`config.mk`:
```
export PLATFORM = sky130hd
export DESIGN_NAME = xadc_drp_responder
export DESIGN_NICKNAME = d
export VERILOG_FILES = /design/src/rtl/xadc_drp_pkg.sv /design/src/rtl/xadc_sample_timer.sv /design/src/rtl/xadc_drp_responder.sv
export SDC_FILE = /design/constraint.sdc
export NUM_CORES = 1
export LEC_CHECK = 0
export ABC_AREA = 1
export CAP_MARGIN = 20
export CORE_MARGIN = 1
export CORE_UTILIZATION = 52
export CTS_BUF_LIST = sky130_fd_sc_hd__clkbuf_4 sky130_fd_sc_hd__clkbuf_8 sky130_fd_sc_hd__clkbuf_16
export CTS_CLUSTER_DIAMETER = 120
export DETAILED_ROUTE_END_ITERATION = 10
export PLACE_DENSITY_LB_ADDON = 0.08
export SKIP_LAST_GASP = 1
export SLEW_MARGIN = 25
export SYNTH_ARGS = -nofsm -noshare
export SYNTH_HDL_FRONTEND = slang
export SYNTH_HIERARCHICAL = 1
export SYNTH_SLANG_ARGS = --single-unit
```
`constraint.sdc`:
```
create_clock -name clk -period 1.77 [get_ports clk]
set_input_delay 0.177 -clock clk [delete_from_list [all_inputs] [get_ports clk]]
set_output_delay 0.177 -clock clk [all_outputs]
set_load 0.02 [all_outputs]
```
`src/rtl/xadc_drp_pkg.sv`:
```
// xadc_drp_pkg: DRP register addresses, configuration reset values and DRP FSM state type
package xadc_drp_pkg;
  localparam logic [6:0] ADDR_VAUX6 = 7'h16;
  localparam logic [6:0] ADDR_CFG0 = 7'h40;
  localparam logic [6:0] ADDR_CFG1 = 7'h41;
  localparam logic [6:0] ADDR_CFG2 = 7'h42;
  localparam logic [15:0] CFG0_RST = 16'h0016;
  localparam logic [15:0] CFG1_RST = 16'h0000;
  localparam logic [15:0] CFG2_RST = 16'h0400;
  localparam logic [4:0] CHANNEL_VAUX6 = 5'h16;
  typedef enum logic [1:0] {ST_IDLE, ST_READ_WAIT, ST_WRITE_WAIT} drp_state_t;
endpackage

```
`src/rtl/xadc_sample_timer.sv`:
```
// xadc_sample_timer: conversion period counter; ports clk, rst in; eoc (one-cycle end of conversion), busy out
module xadc_sample_timer #(
  parameter int SAMPLE_DIV = 100,
  parameter int BUSY_CYCLES = 26
) (
  input  logic clk,
  input  logic rst,
  output logic eoc,
  output logic busy
);
  localparam int CW = SAMPLE_DIV > 1 ? $clog2(SAMPLE_DIV) : 1;
  logic [CW-1:0] cnt;
  always_ff @(posedge clk)
    if (rst) cnt <= '0;
    else cnt <= eoc ? '0 : cnt + CW'(1);
  always_comb begin
    eoc = cnt == CW'(SAMPLE_DIV - 1);
    busy = cnt >= CW'(SAMPLE_DIV - 1 - BUSY_CYCLES) && cnt <= CW'(SAMPLE_DIV - 2);
  end
endmodule

```
`src/rtl/xadc_drp_responder.sv`:
```
// xadc_drp_responder: XADC DRP slave model; sample_in/DRP requests (daddr_in, den_in, dwe_in, di_in) in; do_out, drdy_out, eoc_out, busy_out, channel_out, protocol_err out
module xadc_drp_responder
  import xadc_drp_pkg::*;
#(
  parameter int SAMPLE_DIV = 100,
  parameter int BUSY_CYCLES = 26,
  parameter int READ_LATENCY = 4
) (
  input  logic        clk,
  input  logic        rst,
  input  logic [11:0] sample_in,
  input  logic [6:0]  daddr_in,
  input  logic        den_in,
  input  logic        dwe_in,
  input  logic [15:0] di_in,
  output logic [15:0] do_out,
  output logic        drdy_out,
  output logic        eoc_out,
  output logic        busy_out,
  output logic [4:0]  channel_out,
  output logic        protocol_err
);
  localparam int LW = READ_LATENCY > 1 ? $clog2(READ_LATENCY) : 1;
  drp_state_t state, state_nx;
  logic [LW-1:0] wcnt;
  logic [15:0] result, cfg0, cfg1, cfg2, rdata, rd_cap, wd_cap, do_q;
  logic [6:0] addr_cap;
  logic accept, last;
  xadc_sample_timer #(.SAMPLE_DIV(SAMPLE_DIV), .BUSY_CYCLES(BUSY_CYCLES)) u_timer (
    .clk(clk), .rst(rst), .eoc(eoc_out), .busy(busy_out)
  );
  assign channel_out = CHANNEL_VAUX6;
  always_comb begin
    accept = state == ST_IDLE && den_in;
    last = state != ST_IDLE && wcnt == LW'(READ_LATENCY - 1);
    state_nx = accept ? (dwe_in ? ST_WRITE_WAIT : ST_READ_WAIT) : last ? ST_IDLE : state;
    rdata = daddr_in == ADDR_VAUX6 ? result :
            daddr_in == ADDR_CFG0 ? cfg0 :
            daddr_in == ADDR_CFG1 ? cfg1 :
            daddr_in == ADDR_CFG2 ? cfg2 : 16'h0000;
    drdy_out = last;
    // read data is presented in the drdy cycle itself, then held in do_q
    do_out = (last && state == ST_READ_WAIT) ? rd_cap : do_q;
  end
  always_ff @(posedge clk)
    if (rst) begin
      state <= ST_IDLE;
      wcnt <= '0;
      result <= '0;
      cfg0 <= CFG0_RST;
      cfg1 <= CFG1_RST;
      cfg2 <= CFG2_RST;
      rd_cap <= '0;
      wd_cap <= '0;
      addr_cap <= '0;
      do_q <= '0;
      protocol_err <= 1'b0;
    end else begin
      state <= state_nx;
      wcnt <= state == ST_IDLE ? '0 : wcnt + LW'(1);
      // rd_cap samples result before this edge's EOC update
      if (accept) begin
        addr_cap <= daddr_in;
        wd_cap <= di_in;
        rd_cap <= rdata;
      end
      if (last && state == ST_READ_WAIT) do_q <= rd_cap;
      if (last && state == ST_WRITE_WAIT) begin
        if (addr_cap == ADDR_CFG0) cfg0 <= wd_cap;
        if (addr_cap == ADDR_CFG1) cfg1 <= wd_cap;
        if (addr_cap == ADDR_CFG2) cfg2 <= wd_cap;
      end
      if (den_in && state != ST_IDLE) protocol_err <= 1'b1;
      if (eoc_out) result <= {sample_in, 4'h0};
    end
endmodule

```
# After elaboration in Yosys (flattened, before gate mapping)
# Index checks and enable logic that the tools add are counted.
# totals
latchBits,0
in_bits,39
word_cells,49
register_bits,127
mem_bits_rw,0
rom_bits,0
memories,0
out_inout_bits,25
# classes
div_mod_pow,0
n_lt_le_gt_ge,2
mul,0
addsub,2
n_reduce_logical,14
bitwise_logic,0
n_shift,0
mux,8
n_eq_ne,11
# ops
cell,count
16-bit two-way mux,5
"7-bit == test, second input constant",7
"7-bit by 1-bit adder with 7-bit output, second input constant",1
"7-bit by 5-bit == test with 1-bit output, second input constant",1
"7-bit >= comparator, second input constant",1
"7-bit less-or-equal comparator, second input constant",1
1-bit logical AND,6
2-bit two-way mux,3
2-bit AND reduction,3
"2-bit == test, second input constant",2
2-bit nonzero test,2
2-bit OR reduction,2
"2-bit by 1-bit adder with 2-bit output, second input constant",1
"2-bit by 1-bit == test with 1-bit output, second input constant",1
2-bit logical NOT,1

# Depth between registers and ports, before layout
# Gate-level depths: netlist of the first run.
# depth
word_depth,5
depth_mapped,8

# Cells and area by module
# The synthesis of the first run kept the hierarchy.
# by_module_without_submodules
module,seq_area_each_um2,n_inst,area_each_um2,cells_per_inst
xadc_drp_responder,2402.3,1,5256.3,729
xadc_sample_timer,140.1,1,439.2,59

# Worst setup path before layout of the first run
# OpenSTA, ideal clock, no wires.
# synth_timing
path_type,register to register
startpoint,register u_timer.cnt[1]
endpoint,register result[5]
arrival_time_ps,1647
setup_ps,116
path_buffers,1
t_required_ps,1654
slack_ps,8
path_stages_with_launch,8
synth_period_minus_slack_ps,1762
path_cell_list,dfxtp_1 > ha_1 > nand3_2 > nor2_1 > inv_1 > clkbuf_1 > nor2_1 > nor2_1
# synth_via
elab_chain_cells,1
# synth_rtl
element,line,rtl
start: declaration,xadc_sample_timer.sv:12,logic [CW-1:0] cnt;
start signal: assignment,xadc_sample_timer.sv:15,else cnt <= eoc ? '0 : cnt + CW'(1);
7-bit == test,xadc_sample_timer.sv:17,eoc = cnt == CW'(SAMPLE_DIV - 1);
named net eoc_out,xadc_drp_responder.sv:18,"output logic eoc_out,"
end signal: assignment,xadc_drp_responder.sv:74,"if (eoc_out) result <= {sample_in, 4'h0};"
end: declaration,xadc_drp_responder.sv:26,"logic [15:0] result, cfg0, cfg1, cfg2, rdata, rd_cap, wd_cap, do_q;"
# The timed path passes the listed nets, and every way through them passes these cells.
# A chain may end at the register's enable or synchronous reset.

# Final worst setup path of the first run
# layout_timing
startpoint,register wcnt[0]
endpoint,output port do_out[15]
# layout_via
elab_chain_cells,4
# layout_rtl
element,line,rtl
start: declaration,xadc_drp_responder.sv:25,logic [LW-1:0] wcnt;
start signal: assignment,xadc_drp_responder.sv:60,wcnt <= state == ST_IDLE ? '0 : wcnt + LW'(1);
2-bit == test,xadc_drp_responder.sv:35,last = state != ST_IDLE && wcnt == LW'(READ_LATENCY - 1);
1-bit logical AND,xadc_drp_responder.sv:35,
1-bit logical AND,xadc_drp_responder.sv:43,do_out = (last && state == ST_READ_WAIT) ? rd_cap : do_q;
16-bit two-way mux,n/a,
end: declaration,xadc_drp_responder.sv:16,"output logic [15:0] do_out,"
# Every way passes these cells.

==> flow_summary_export.csv, run 1 <==
group,metric,value,unit
clock_tree,htreeDepth,4,
place,dp_slack,-128,ps
sta,hold_violations,0,
place,placed_cells,989,
logic_synthesis,ys_warn_count,6,
setup_path,start_kind,"register",
clock_tree,clk_latency,510,ps
setup_path,ff2ff_path_depth,9,
grt,grt-ovfl-total,0,
pwr,power.leakage,0.00326,uW
setup_path,cp-end-kind,"output port",
place,dpl.hpwl,8720,um
pwr,irDropWorstVdd,0.000567,V
clock_tree,cts_buffers,17,
grt,grt_pass1_wl,23200,um
worst_hold_path,min_to,"result[14]$_SDFFE_PP0P_",
final_layout,final_cell_mix,"nor2_1, dfxtp_1, nand2_1",
clock_tree,path_clk_slew,60,ps
floorplan,core_area,10500,um^2
clock_tree,cts_buffer_depth,2,
logic_synthesis,yosysSeqAreaShare,44.6,%
setup_path,r2r_start,"wcnt[1]$_SDFF_PP0_",
floorplan,dieHeight,107,um
grt,first_global_vias,4899,
setup_path,cp_data_arrival_time,1760,ps
final_layout,final_common_cell,"nor2_1",
route,drt_wl_total,14100,um
route,wl_per_cell,13.4,um
grt,antenna_found_initial,0,
floorplan,initial_core_util,54.4,%
final_layout,drive_gt1_share,24.0,%
setup_path,timing.rr.end,"cfg0[6]$_SDFFE_PP0P_",
sta,setup_violations,16,
place,io_buffers,58,
job,max-cap-violations,0,
route,drtIter0Drc,305,
logic_synthesis,synthesis.area,5700,um^2
logic_synthesis,ys_ff_latch,127,
sta,drv_slew,0,
floorplan,die-area,11400,um^2
logic_synthesis,avgSynthCellArea,7.23,um^2
final_layout,syn_to_final_growth,34.7,%
place,place_area,6640,um^2
run_status,status,"complete, but fails checks",
clock_tree,cts_tree,"yes",
pwr,power_density,941,nW/um^2
floorplan,io_pins,64,
setup_path,critPathMaxFanout,7,
final_layout,multi_input_area,2660,um^2
sta,layout_min_cycle_time,1930,ps
run_status,violations,"negative setup slack",
sta,rsz0062_at_grt,"true",
clock_tree,postCtsHoldBufs,0,
sta,fmax,0.517,GHz
worst_hold_path,holdPathStages,3,
final_layout,fillers,793,
route,drt-pass1-iter-count,6,
logic_synthesis,ys_types,39,
final_layout,fin_area,7670,um^2
logic_synthesis,synth_cells,788,
grt,grt_use_total,25.7,%
place,place_congestion,0.804,
logic_synthesis,synth_top_area_share,44.6,%
grt,grt_max_degree,73,
floorplan,num_rows,37,
route,via_per_inst,5.05,
setup_path,r2r_slack,110,ps
logic_synthesis,ys_top_cells_by_area,"dfxtp_1, nor2_1, o21ai_0, inv_1, nand2_1",
final_layout,regArea,2550,um^2
floorplan,chipWidth,107,um
final_layout,final_cells,1049,
worst_hold_path,hold_class,"input pin to register",
route,drc,0,
final_layout,diodes,0,
clock_tree,cts-root-buf,"clkbuf_8",
clock_tree,cts_sinks,127,
sta,fin_ws,-162,ps
setup_path,criticalPathCategory,"register to output port",
route,postRouteAntennaNets,0,
setup_path,worstPathRequired,1590,ps
final_layout,nets,944,
sta,fin_skew,8.25,ps
logic_synthesis,synth_top_cell_by_area,"dfxtp_1",
route,vias,5298,
sta,min_period_over_period,109,%
worst_hold_path,worstHoldStart,"sample_in[10]",
==> where the power goes <==
part / internal (uW) / switching, uW / total [uW]
logic: 211 / 290 / 501
registers: 2930 / 60.8 / 2990
clock network: 2460 / 1260 / 3730
==> state kept, by name, indices dropped and copies added (netlist names) <==
name	flops
wd_cap	16
cfg1	16
result	12
cfg0	16
protocol_err	1
addr_cap	7
cfg2	16
rd_cap	16
do_q	16
wcnt	2
u_timer/cnt	7
state	2
==> layer usage <==
metal  GRT usage (%)  routed length [um]  up-vias
li1                -                   -     2733
met1            32.5                6520     2440
met2            44.4                6960      118
met3            5.47                 506        7
met4            6.85                  95        0
met5               0                   0        -
==> cell usage after synthesis, drive strengths merged <==
| master | instances |
|---|---|
| xor2 | 1 |
| nand2 | 95 |
| o21ai | 92 |
| or2 | 16 |
| clkbuf | 17 |
| ha | 4 |
| buf | 31 |
| conb | 2 |
| inv | 98 |
| a211oi | 16 |
| nand3 | 70 |
| nor3b | 1 |
| nor2 | 154 |
| xnor2 | 1 |
| nand4 | 4 |
| o21a | 1 |
| a21oi | 47 |
| dfxtp | 127 |
| o21bai | 1 |
| o211ai | 3 |
| nor3 | 7 |
==> worst max-delay path by stage <==
stage	end	slack, ps	start	cells past startpoint
3_5_place_dp	do_out[13]	-130	wcnt[0]$_SDFF_PP0_	8
5_1_grt	do_out[15]	-240	state[0]$_SDFFE_PP0P_	9
2_1_floorplan	result[5]$_SDFFE_PP0P_	8	u_timer/cnt[1]$_SDFF_PP0_	7
3_3_place_gp	do_out[8]	-80	wcnt[0]$_SDFF_PP0_	8
4_1_cts	do_out[4]	-150	wcnt[0]$_SDFF_PP0_	8
6_report	do_out[15]	-160	wcnt[0]$_SDFF_PP0_	8
==> logic make-up after synthesis <==
kind of cell	Yosys count	share of synthesized area, %
AND/OR/NAND/NOR	347	27.2
AO/OA/AOI/OAI	160	15.6
buffers and inverters	146	11.2
flip-flops	127	44.6
adder cells (fa/ha/maj)	4	0.879
XOR/XNOR	2	0.308
other	2	0.132
==> critical path: stages (launching register included) <==
cell,delay (ps)
dfxtp_2,330
ha_4,160
nand2_4,70
inv_8,50
buf_16,130
or2_4,240
inv_4,70
a21oi_2,40
buf_4,160
==> area by class of cell <==
type / instances / share of cell area [%]
tap: 136 / 2.22
timing repair buffer: 139 / 16.5
clock inverter: 13 / 2.77
clock buffer: 18 / 5.58
inverter: 98 / 4.99
multi-input combinational: 518 / 34.7
sequential: 127 / 33.3
==> stage by stage <==
stage / hold WS (ps) / TNS (ps) / utilization (%) / total power [uW]
floorplan: 312 / 0 / - / 3330
global placement: 415 / -1230 / 63.5 / 3520
detailed placement: 428 / -1740 / 63.5 / 3530
CTS: 247 / -2250 / 71.9 / 7230
global route: 247 / -3580 / 73.3 / 7460
finish: 258 / -2180 / 73.3 / 7220
==> what timing repair did <==
item / in CTS / in global routing
resized for setup: 144 / 29
setup endpoints to repair: 19 / 18
setup buffers: 18 / 9
cloned: 2 / 0
pin swaps: 3 / 8
No activity file was read; power rests on OpenSTA's default activity.
==> run 2: changes to the inputs <==
--- a/config.mk
+++ b/config.mk
@@ -11,7 +11,9 @@
 export CORE_UTILIZATION = 52
 export CTS_BUF_LIST = sky130_fd_sc_hd__clkbuf_4 sky130_fd_sc_hd__clkbuf_8 sky130_fd_sc_hd__clkbuf_16
 export CTS_CLUSTER_DIAMETER = 120
+export CTS_CLUSTER_SIZE = 20
 export DETAILED_ROUTE_END_ITERATION = 10
+export GPL_ROUTABILITY_DRIVEN = 1
 export PLACE_DENSITY_LB_ADDON = 0.08
 export SKIP_LAST_GASP = 1
 export SLEW_MARGIN = 25
==> results of run 2 <==
Same layout as run 1: the final DEF is identical, and so are final timing and power.
==> run 3: changes to the inputs <==
--- a/config.mk
+++ b/config.mk
@@ -15,6 +15,7 @@
 export DETAILED_ROUTE_END_ITERATION = 10
 export GPL_ROUTABILITY_DRIVEN = 1
 export PLACE_DENSITY_LB_ADDON = 0.08
+export SKIP_CTS_REPAIR_TIMING = 1
 export SKIP_LAST_GASP = 1
 export SLEW_MARGIN = 25
 export SYNTH_ARGS = -nofsm -noshare
==> flow_summary_export.csv, run 3 (synthesis results as in run 1) <==
group,metric,value,unit
grt,grt_max_degree,73,
sta,setup_violations,16,
setup_path,critPathSlowestCell,"dfxtp_2",
route,drt_wl_total,13700,um
final_layout,nets,930,
sta,min_period_over_period,109,%
final_layout,drive_gt1_share,23.0,%
floorplan,core_area,10500,um^2
sta,fin_skew,7.97,ps
floorplan,dieHeight,107,um
setup_path,slowest_delay,330,ps
final_layout,final_cell_mix,"nor2_1, dfxtp_1, nand2_1",
floorplan,die-area,11400,um^2
route,drc,0,
sta,fin_ws,-159,ps
pwr,power.leakage,0.00319,uW
pwr,irDropWorstVdd,0.000567,V
setup_path,critPathMaxFanout,7,
run_status,status,"complete, but fails checks",
pwr,power_density,954,nW/um^2
final_layout,final_common_cell,"nor2_1",
final_layout,final_util,72.2,%
setup_path,start_kind,"register",
grt,grt_use_total,24.1,%
floorplan,io_pins,64,
sta,hold_slack,255,ps
place,place_congestion,0.804,
sta,hold_violations,0,
place,dp_slack,-128,ps
final_layout,diodes,0,
setup_path,worstPathRequired,1590,ps
final_layout,fillers,821,
grt,antenna_found_initial,0,
clock_tree,clk_latency,510,ps
clock_tree,cts_buffer_depth,2,
final_layout,final_cells,1035,
setup_path,crit_chain,"ha_4 > nand2_4 > inv_6 > clkbuf_16 > or2_4 > inv_2 > a21oi_2 > buf_6",
grt,grt-ovfl-total,0,
setup_path,cp-end-kind,"output port",
run_status,violations,"negative setup slack",
sta,layout_min_cycle_time,1930,ps
job,max-cap-violations,0,
clock_tree,cts_tree,"yes",
floorplan,initial_core_util,54.4,%
route,postRouteAntennaNets,0,
clock_tree,cts_sinks,127,
route,via_per_inst,5.04,
worst_hold_path,hold_class,"input pin to register",
sta,tns,-2110,ps
floorplan,chipWidth,107,um
final_layout,syn_to_final_growth,32.6,%
setup_path,cp_data_arrival_time,1750,ps
sta,fmax,0.518,GHz
route,drtIter0Drc,273,
place,placed_cells,989,
floorplan,num_rows,37,
place,dpl.hpwl,8720,um
place,io_buffers,58,
route,drt-pass1-iter-count,5,
clock_tree,cts-root-buf,"clkbuf_8",
sta,rsz0062_at_grt,"true",
grt,first_global_vias,4739,
setup_path,r2r_slack,100,ps
route,vias,5219,
route,wl_per_cell,13.2,um
setup_path,criticalPathCategory,"register to output port",
clock_tree,htreeDepth,4,
sta,drv_slew,0,
clock_tree,path_clk_slew,60,ps
clock_tree,cts_buffers,17,
grt,grt_pass1_wl,21800,um
run 3: critical path, delay by kind of cell, from the launching register on:
family,cells,cell delay (ps)
adders and majority gates,1,160
AOI/OAI and AO/OA,1,40
DFF,1,330
and+or+nand+nor,2,320
buffers and inverters,4,400
run 3: routing by layer:
metal	vias to the layer above	wire length (um)	track usage (%)
li1	2714	-	-
met1	2379	6330	30.6
met2	114	6620	40.9
met3	12	584	5.47
met4	0	129	6.95
met5	-	0	0
run 3: layout make-up:
cell class / count / area [um^2] / area share (%)
Tap cell: 136 / 170 / 2.25
Sequential cell: 127 / 2550 / 33.8
Multi-Input combinational cell: 518 / 2660 / 35.2
Clock buffer: 18 / 428 / 5.67
Timing Repair Buffer: 125 / 1150 / 15.3
Clock inverter: 13 / 213 / 2.82
Inverter: 98 / 375 / 4.97
run 3: per-stage QoR:
step	power, uW	area, um^2
2_1_floorplan	3330	5710
3_3_place_gp	3520	6640
3_5_place_dp	3530	6640
4_1_cts	7220	7280
5_1_grt	7460	7550
6_report	7210	7550
run 3: report_power, final:
group | switching [uW] | internal, uW
registers | 60.8 | 2930
logic | 288 | 210
clock network | 1260 | 2460
total | 1610 | 5600
run 3: path summary, 6_finish.rpt:
kind | from | end | cells past startpoint
setup / recovery | wcnt[0]$_SDFF_PP0_ | do_out[7] | 8
hold / removal | sample_in[7] | result[11]$_SDFFE_PP0P_ | 3
setup reg to reg | wcnt[1]$_SDFF_PP0_ | cfg0[6]$_SDFFE_PP0P_ | 9
hold reg to reg | wcnt[0]$_SDFF_PP0_ | wcnt[0]$_SDFF_PP0_ | 1
